<file path="config.mk">
export PLATFORM = sky130hd
export DESIGN_NAME = eai_req_responder
export DESIGN_NICKNAME = d
export VERILOG_FILES = /design/src/rtl/eai_req_responder_pkg.sv /design/src/rtl/eai_req_responder.sv
export SDC_FILE = /design/constraint.sdc
export NUM_CORES = 1
export LEC_CHECK = 0
export ABC_AREA = 1
export CAP_MARGIN = 20
export CORE_MARGIN = 5
export CORE_UTILIZATION = 47
export CTS_BUF_LIST = sky130_fd_sc_hd__clkbuf_8
export CTS_CLUSTER_DIAMETER = 200
export CTS_CLUSTER_SIZE = 24
export DETAILED_ROUTE_END_ITERATION = 8
export GPL_TIMING_DRIVEN = 0
export MAX_ROUTING_LAYER = met4
export PLACE_DENSITY_LB_ADDON = 0.08
export SLEW_MARGIN = 30
export SYNTH_ARGS = -nofsm -noshare
export SYNTH_HDL_FRONTEND = slang
export SYNTH_SLANG_ARGS = --single-unit
</file>
<file path="constraint.sdc">
create_clock -name clk -period 4.2 [get_ports clk]
set_input_delay 0.42 -clock clk [delete_from_list [all_inputs] [get_ports clk]]
set_output_delay 0.42 -clock clk [all_outputs]
set_load 0.03 [all_outputs]
</file>
<file path="src/rtl/eai_req_responder_pkg.sv">
// Shared definitions for the EAI request/response responder: opcode and
// command-space constants, funct3 flag positions, FSM state encoding.
package eai_req_responder_pkg;

  localparam logic [6:0]  EAI_CUSTOM0_OPC = 7'b0001011;
  localparam int unsigned EAI_NUM_CMD     = 32'd16;

  localparam int unsigned EAI_XD_BIT  = 32'd14;
  localparam int unsigned EAI_XS1_BIT = 32'd13;
  localparam int unsigned EAI_XS2_BIT = 32'd12;

  typedef enum logic [1:0] {
    EAI_ST_IDLE     = 2'd0,
    EAI_ST_DISPATCH = 2'd1,
    EAI_ST_WAIT     = 2'd2,
    EAI_ST_RESP     = 2'd3
  } eai_state_e;

  // An instruction is dispatchable only with the custom opcode and an in-range funct7.
  function automatic logic eai_cmd_legal(input logic [31:0] instr,
                                         input logic [6:0]  opc,
                                         input int unsigned num_cmd);
    logic opc_ok;
    logic f7_ok;
    opc_ok = (instr[6:0] == opc);
    f7_ok  = ({25'd0, instr[31:25]} < num_cmd);
    return opc_ok && f7_ok;
  endfunction

endpackage

</file>
<file path="src/rtl/eai_req_responder.sv">
// Responder end of the EAI channel: accepts one custom-0 instruction, dispatches
// it to the engine, waits for completion or timeout, and returns a tagged response.
module eai_req_responder
  import eai_req_responder_pkg::*;
#(
  parameter logic [6:0]      CUSTOM_OPC = EAI_CUSTOM0_OPC,
  parameter int unsigned     NUM_CMD    = EAI_NUM_CMD,
  parameter int unsigned     TO_W       = 32'd16,
  parameter logic [TO_W-1:0] TO_CYC     = 16'd4095
) (
  input  logic        clk,
  input  logic        rst,
  input  logic        eai_req_valid,
  output logic        eai_req_ready,
  input  logic [31:0] eai_req_instr,
  input  logic [31:0] eai_req_rs1,
  input  logic [31:0] eai_req_rs2,
  input  logic [1:0]  eai_req_itag,
  output logic        eai_rsp_valid,
  input  logic        eai_rsp_ready,
  output logic [31:0] eai_rsp_wdat,
  output logic [1:0]  eai_rsp_itag,
  output logic        eai_rsp_err,
  output logic        cmd_valid,
  input  logic        cmd_ready,
  output logic [6:0]  cmd_code,
  output logic [31:0] cmd_rs1,
  output logic [31:0] cmd_rs2,
  output logic        cmd_xd,
  input  logic        done_valid,
  input  logic [31:0] done_data,
  output logic        busy
);

  localparam logic [TO_W-1:0] TO_ZERO = {TO_W{1'b0}};
  localparam logic [TO_W-1:0] TO_ONE  = {{(TO_W-1){1'b0}}, 1'b1};
  localparam logic [TO_W-1:0] TO_MAX  = {TO_W{1'b1}};
  localparam logic [TO_W-1:0] TO_LAST = TO_CYC - TO_ONE;

  eai_state_e      state_r;
  logic [TO_W-1:0] to_cnt_r;
  logic            legal_s;
  logic            to_hit_s;
  logic            instr_unused_s;

  assign legal_s  = eai_cmd_legal(eai_req_instr, CUSTOM_OPC, NUM_CMD);
  assign to_hit_s = (TO_CYC != TO_ZERO) && (to_cnt_r == TO_LAST);

  // Only funct7, the xd flag and the opcode steer this block; the rest of the word is the engine's concern.
  assign instr_unused_s = ^{eai_req_instr[24:15], eai_req_instr[13:7]};

  // Request/dispatch/wait/response FSM with all outputs registered.
  always_ff @(posedge clk) begin
    if (rst) begin
      state_r       <= EAI_ST_IDLE;
      to_cnt_r      <= TO_ZERO;
      eai_req_ready <= 1'b1;
      eai_rsp_valid <= 1'b0;
      eai_rsp_wdat  <= 32'd0;
      eai_rsp_itag  <= 2'd0;
      eai_rsp_err   <= 1'b0;
      cmd_valid     <= 1'b0;
      cmd_code      <= 7'd0;
      cmd_rs1       <= 32'd0;
      cmd_rs2       <= 32'd0;
      cmd_xd        <= 1'b0;
      busy          <= 1'b0;
    end else begin
      case (state_r)
        EAI_ST_IDLE: begin
          if (eai_req_valid && eai_req_ready) begin
            cmd_code      <= eai_req_instr[31:25];
            cmd_rs1       <= eai_req_rs1;
            cmd_rs2       <= eai_req_rs2;
            cmd_xd        <= eai_req_instr[EAI_XD_BIT];
            eai_rsp_itag  <= eai_req_itag;
            eai_req_ready <= 1'b0;
            busy          <= 1'b1;
            if (legal_s) begin
              state_r   <= EAI_ST_DISPATCH;
              cmd_valid <= 1'b1;
            end else begin
              state_r       <= EAI_ST_RESP;
              eai_rsp_valid <= 1'b1;
              eai_rsp_wdat  <= 32'd0;
              eai_rsp_err   <= 1'b1;
            end
          end
        end
        EAI_ST_DISPATCH: begin
          if (cmd_ready) begin
            cmd_valid <= 1'b0;
            to_cnt_r  <= TO_ZERO;
            // A completion coinciding with the command handshake skips WAIT entirely.
            if (done_valid) begin
              state_r       <= EAI_ST_RESP;
              eai_rsp_valid <= 1'b1;
              eai_rsp_wdat  <= cmd_xd ? done_data : 32'd0;
              eai_rsp_err   <= 1'b0;
            end else begin
              state_r <= EAI_ST_WAIT;
            end
          end
        end
        EAI_ST_WAIT: begin
          if (done_valid) begin
            state_r       <= EAI_ST_RESP;
            eai_rsp_valid <= 1'b1;
            eai_rsp_wdat  <= cmd_xd ? done_data : 32'd0;
            eai_rsp_err   <= 1'b0;
          end else if (to_hit_s) begin
            state_r       <= EAI_ST_RESP;
            eai_rsp_valid <= 1'b1;
            eai_rsp_wdat  <= 32'd0;
            eai_rsp_err   <= 1'b1;
          end else if (to_cnt_r != TO_MAX) begin
            to_cnt_r <= to_cnt_r + TO_ONE;
          end else begin
            to_cnt_r <= to_cnt_r;
          end
        end
        EAI_ST_RESP: begin
          if (eai_rsp_ready) begin
            state_r       <= EAI_ST_IDLE;
            eai_rsp_valid <= 1'b0;
            eai_req_ready <= 1'b1;
            busy          <= 1'b0;
          end
        end
        default: begin
          state_r       <= EAI_ST_IDLE;
          eai_req_ready <= 1'b1;
          eai_rsp_valid <= 1'b0;
          cmd_valid     <= 1'b0;
          busy          <= 1'b0;
        end
      endcase
    end
  end

endmodule

</file>
==> results.yml <==
clock_network:
  numClockSinks: 129
  ctsHoldBuffers: 0
  clkTransAtPathRegs_ns: 0.07
  tritoncts: "yes"
  clkLatencyLatePin_ns: 0.44
  clock_tree_root: "sky130_fd_sc_hd__clkbuf_8"
  post_cts_buffers: 0
  cts_repair_resize_count: 0
  cts_inserted_buffers: 17
  clockBufferDepth: 2
  htree_levels: 4
synthesis:
  postSynthRegisterBits: 129
  postSynthNetCount: 960
  synth.yosys.seq_area_share: 0.4631
  netlist_top_cells_area: "sky130_fd_sc_hd__dfxtp_1 46%, sky130_fd_sc_hd__nor2_1 17%, sky130_fd_sc_hd__nand2_1 9.2%"
  synthesis.area_per_instance_sq_um: 6.826
  yosys_top_cell_by_area: "sky130_fd_sc_hd__dfxtp_1"
  synth_top_area_frac: 0.4631
  synth.lib_cells_used.distinct: 24
  ys.warnings.count: 0
  netlist_area_sq_mm: 0.005577
  synth_cells: 817
floorplan:
  area_of_the_core_sq_mm: 0.01152
  floorplan.die.width_um: 118.9
  die_height_um: 118.9
  initial_core_util: 0.4842
  boundaryPins: 247
  rows: 39
  die-area_sq_mm: 0.01414
critical_path:
  critical_path_class: "reg2reg"
  cp_num_buf_inv: 5
  critical_path.reg2reg.endpoint: "cmd_rs2[30]"
  critical-path-top-cell-by-count: "sky130_fd_sc_hd__inv_1"
  critPathMaxStageDelay_ns: 0.47
  cp_cell_sequence: "inv_1 -> ha_1 -> inv_1 -> nor3_1 -> inv_1 -> clkbuf_1 -> clkbuf_1 -> nor2_1 -> nor2_1"
  worst-r2r-cell-count: 9
  critical_path.max_fanout: 10
  cp_top_family: "buffers and inverters"
  cp-end-kind: "flop"
  setup.worst_path.start_class: "flop"
  worstPathArrival_ns: 2.60
  worst-endpoint-required_ns: 4.57
  cp.depth: 9
  cp_max_stage_cell: "sky130_fd_sc_hd__clkbuf_1"
  ff2ff_setup_slack_ns: 1.98
  reg2reg_from: "state_r[0]"
drt:
  vias: 6028
  wire_per_inst_um: 14.63
  routed_metal_1_wire_length_um: 7332
  iteration_0_drc_count_of_the_detailed_router: 413
  route.top_layer_used: "met4"
  drc: 0
  amount_of_wire_on_met2_after_detailed_routing_um: 8579
  route.final.wire_length_um: 17850
  firstDrtPassIters: 5
  ant_nets: 0
  routed-wl-met3_um: 1610
  avg_vias_per_cell: 4.941
timing:
  slew_headroom: 0.6378
  fin_hold_ws_ns: 0.4675
  worst_clock_skew_ns: 0.008037
  min_period_over_period: 0.5291
  hold_viol_final: 0
  final.min_clock_period_ns: 2.222
  tightest_slew_ns: 0.5433
  setup-tns-final_ns: 0
  grt_setup_unrepaired: "no"
  finalSetupViolCount: 0
  max_slew_violation_count: 0
  postLayoutSetupSlackWorst_ns: 1.978
  clock.fmax_mhz: 450.0
global_route:
  maximum_number_of_pins_on_one_net_before_global_route_repair: 17
  first_global_vias: 5643
  gr-total-overflow: 0
  first_pass_grt_wire_length_um: 28090
  grt_antenna_before_repair: 0
  grt_util_all_layers: 0.2550
layout:
  fin_cells: 1220
  final_cell_area_sq_mm: 0.008458
  finish.net_count: 1208
  mostFrequentLayoutCell: "sky130_fd_sc_hd__nor2_1"
  layout-drive-gt1-share: 0.04921
  count_of_inserted_antenna_diode_cells: 0
  layout.cells.most_common_list: "256 x sky130_fd_sc_hd__nor2_1, 229 x sky130_fd_sc_hd__clkdlybuf4s50_1, 137 x sky130_fd_sc_hd__nand2_1"
  area_growth_pct: 51.67
  n_fill_cell: 978
worst_hold_path:
  worst_min_path_class: "reg2reg"
  holdCritStartpoint: "eai_rsp_wdat[2]"
  whs_endpoint: "eai_rsp_wdat[2]"
  hold_path_depth: 2
placed_design:
  detailedPlacementHpwl_um: 13140
  buffer_ports.inserted: 229
  post_dp_cell_area_sq_mm: 0.008048
  total_placed_cells_including_tap_cells: 1189
  placement_stage_worst_setup_slack_ns: 1.843
  routabilityCongestion: 0.9415
power_and_ir_drop:
  cellLeakagePower_uw: 0.003518
  ir_worst_vdd_mv: 0.4354
  power-per-cell-area_mw_per_mm2: 684.3
status:
  run_status: "finished clean"
job:
  drv.max_cap_violation_count: 0
## worst max-delay path by stage
stage               startpoint                to  slack (ns)
finish              state_r[0]       cmd_rs2[30]        1.98
global route        state_r[0]  eai_rsp_wdat[29]        1.78
CTS                 state_r[0]       cmd_rs2[30]        1.96
detailed placement         rst   eai_rsp_wdat[4]        1.84
global placement           rst   eai_rsp_wdat[1]        1.85
floorplan           state_r[1]   eai_rsp_wdat[0]        2.46
## cells by family after synthesis
group	after synthesis	share of synthesized area
flip-flops	129	0.4631
AND/OR/NAND/NOR	481	0.3464
AO/OA/AOI/OAI	111	0.1034
adder cells (fa/ha/maj)	7	0.01570
XOR/XNOR	3	0.004713
buffers and inverters	86	0.06663
## state kept, by name, indices dropped and copies added (netlist names)
signal	count
eai_rsp_valid	1
eai_rsp_wdat	32
eai_rsp_itag	2
busy	1
eai_rsp_err	1
cmd_rs1	32
cmd_xd	1
eai_req_ready	1
state_r	2
cmd_rs2	32
cmd_valid	1
cmd_code	7
to_cnt_r	16
## metrics by stage
step                        util  power [uW]
final                     0.7345        5788
after global routing      0.7345        6171
after CTS                 0.7345        5819
after detailed placement  0.6988        4685
after global placement    0.6988        4662
after floorplan                -        3569
## layout make-up
cell class,count,area (sq um),area share
clock buffers,17,234.0,0.02766
flip-flops and latches,129,2582,0.3053
repair buffers,229,2292,0.2710
clock inverters,14,176.4,0.02086
plain buffers,49,232.7,0.02751
well taps,143,178.9,0.02115
multi-input cells,602,2623,0.3101
inverters,37,138.9,0.01642
## per-layer routing
layer	track usage	up-vias
li1	-	3091
met1	0.2889	2694
met2	0.4206	218
met3	0.09858	25
met4	0.07314	0
met5	-	-
## worst min-delay path: cells and delay by family, from the launching register on
kind	cells	cell delay, ns
and+or+nand+nor	2	0.11
DFF	1	0.32
## where the power goes
| part | internal [uW] | switching, uW | total, uW |
|---|---|---|---|
| Sequential | 1590 | 189 | 1780 |
| Combinational | 1110 | 1790 | 2900 |
| Clock | 632 | 479 | 1110 |
## synth_stat cells
cell	instances
sky130_fd_sc_hd__and2_1	1
sky130_fd_sc_hd__a21oi_4	1
sky130_fd_sc_hd__o21ai_0	83
sky130_fd_sc_hd__inv_2	3
sky130_fd_sc_hd__nand3_1	69
sky130_fd_sc_hd__dfxtp_1	129
sky130_fd_sc_hd__or2_2	3
sky130_fd_sc_hd__xnor2_1	1
sky130_fd_sc_hd__nand4_1	7
sky130_fd_sc_hd__buf_6	3
sky130_fd_sc_hd__nand2_2	2
sky130_fd_sc_hd__buf_2	9
sky130_fd_sc_hd__a211oi_2	1
sky130_fd_sc_hd__nor2_1	256
sky130_fd_sc_hd__clkbuf_1	29
sky130_fd_sc_hd__a21oi_1	25
sky130_fd_sc_hd__inv_1	34
sky130_fd_sc_hd__nor3_1	6
sky130_fd_sc_hd__buf_4	4
sky130_fd_sc_hd__nand2_1	137
sky130_fd_sc_hd__o211ai_1	1
sky130_fd_sc_hd__buf_1	4
sky130_fd_sc_hd__ha_1	7
sky130_fd_sc_hd__xor2_1	2
Power figures use the tool's default switching activity.
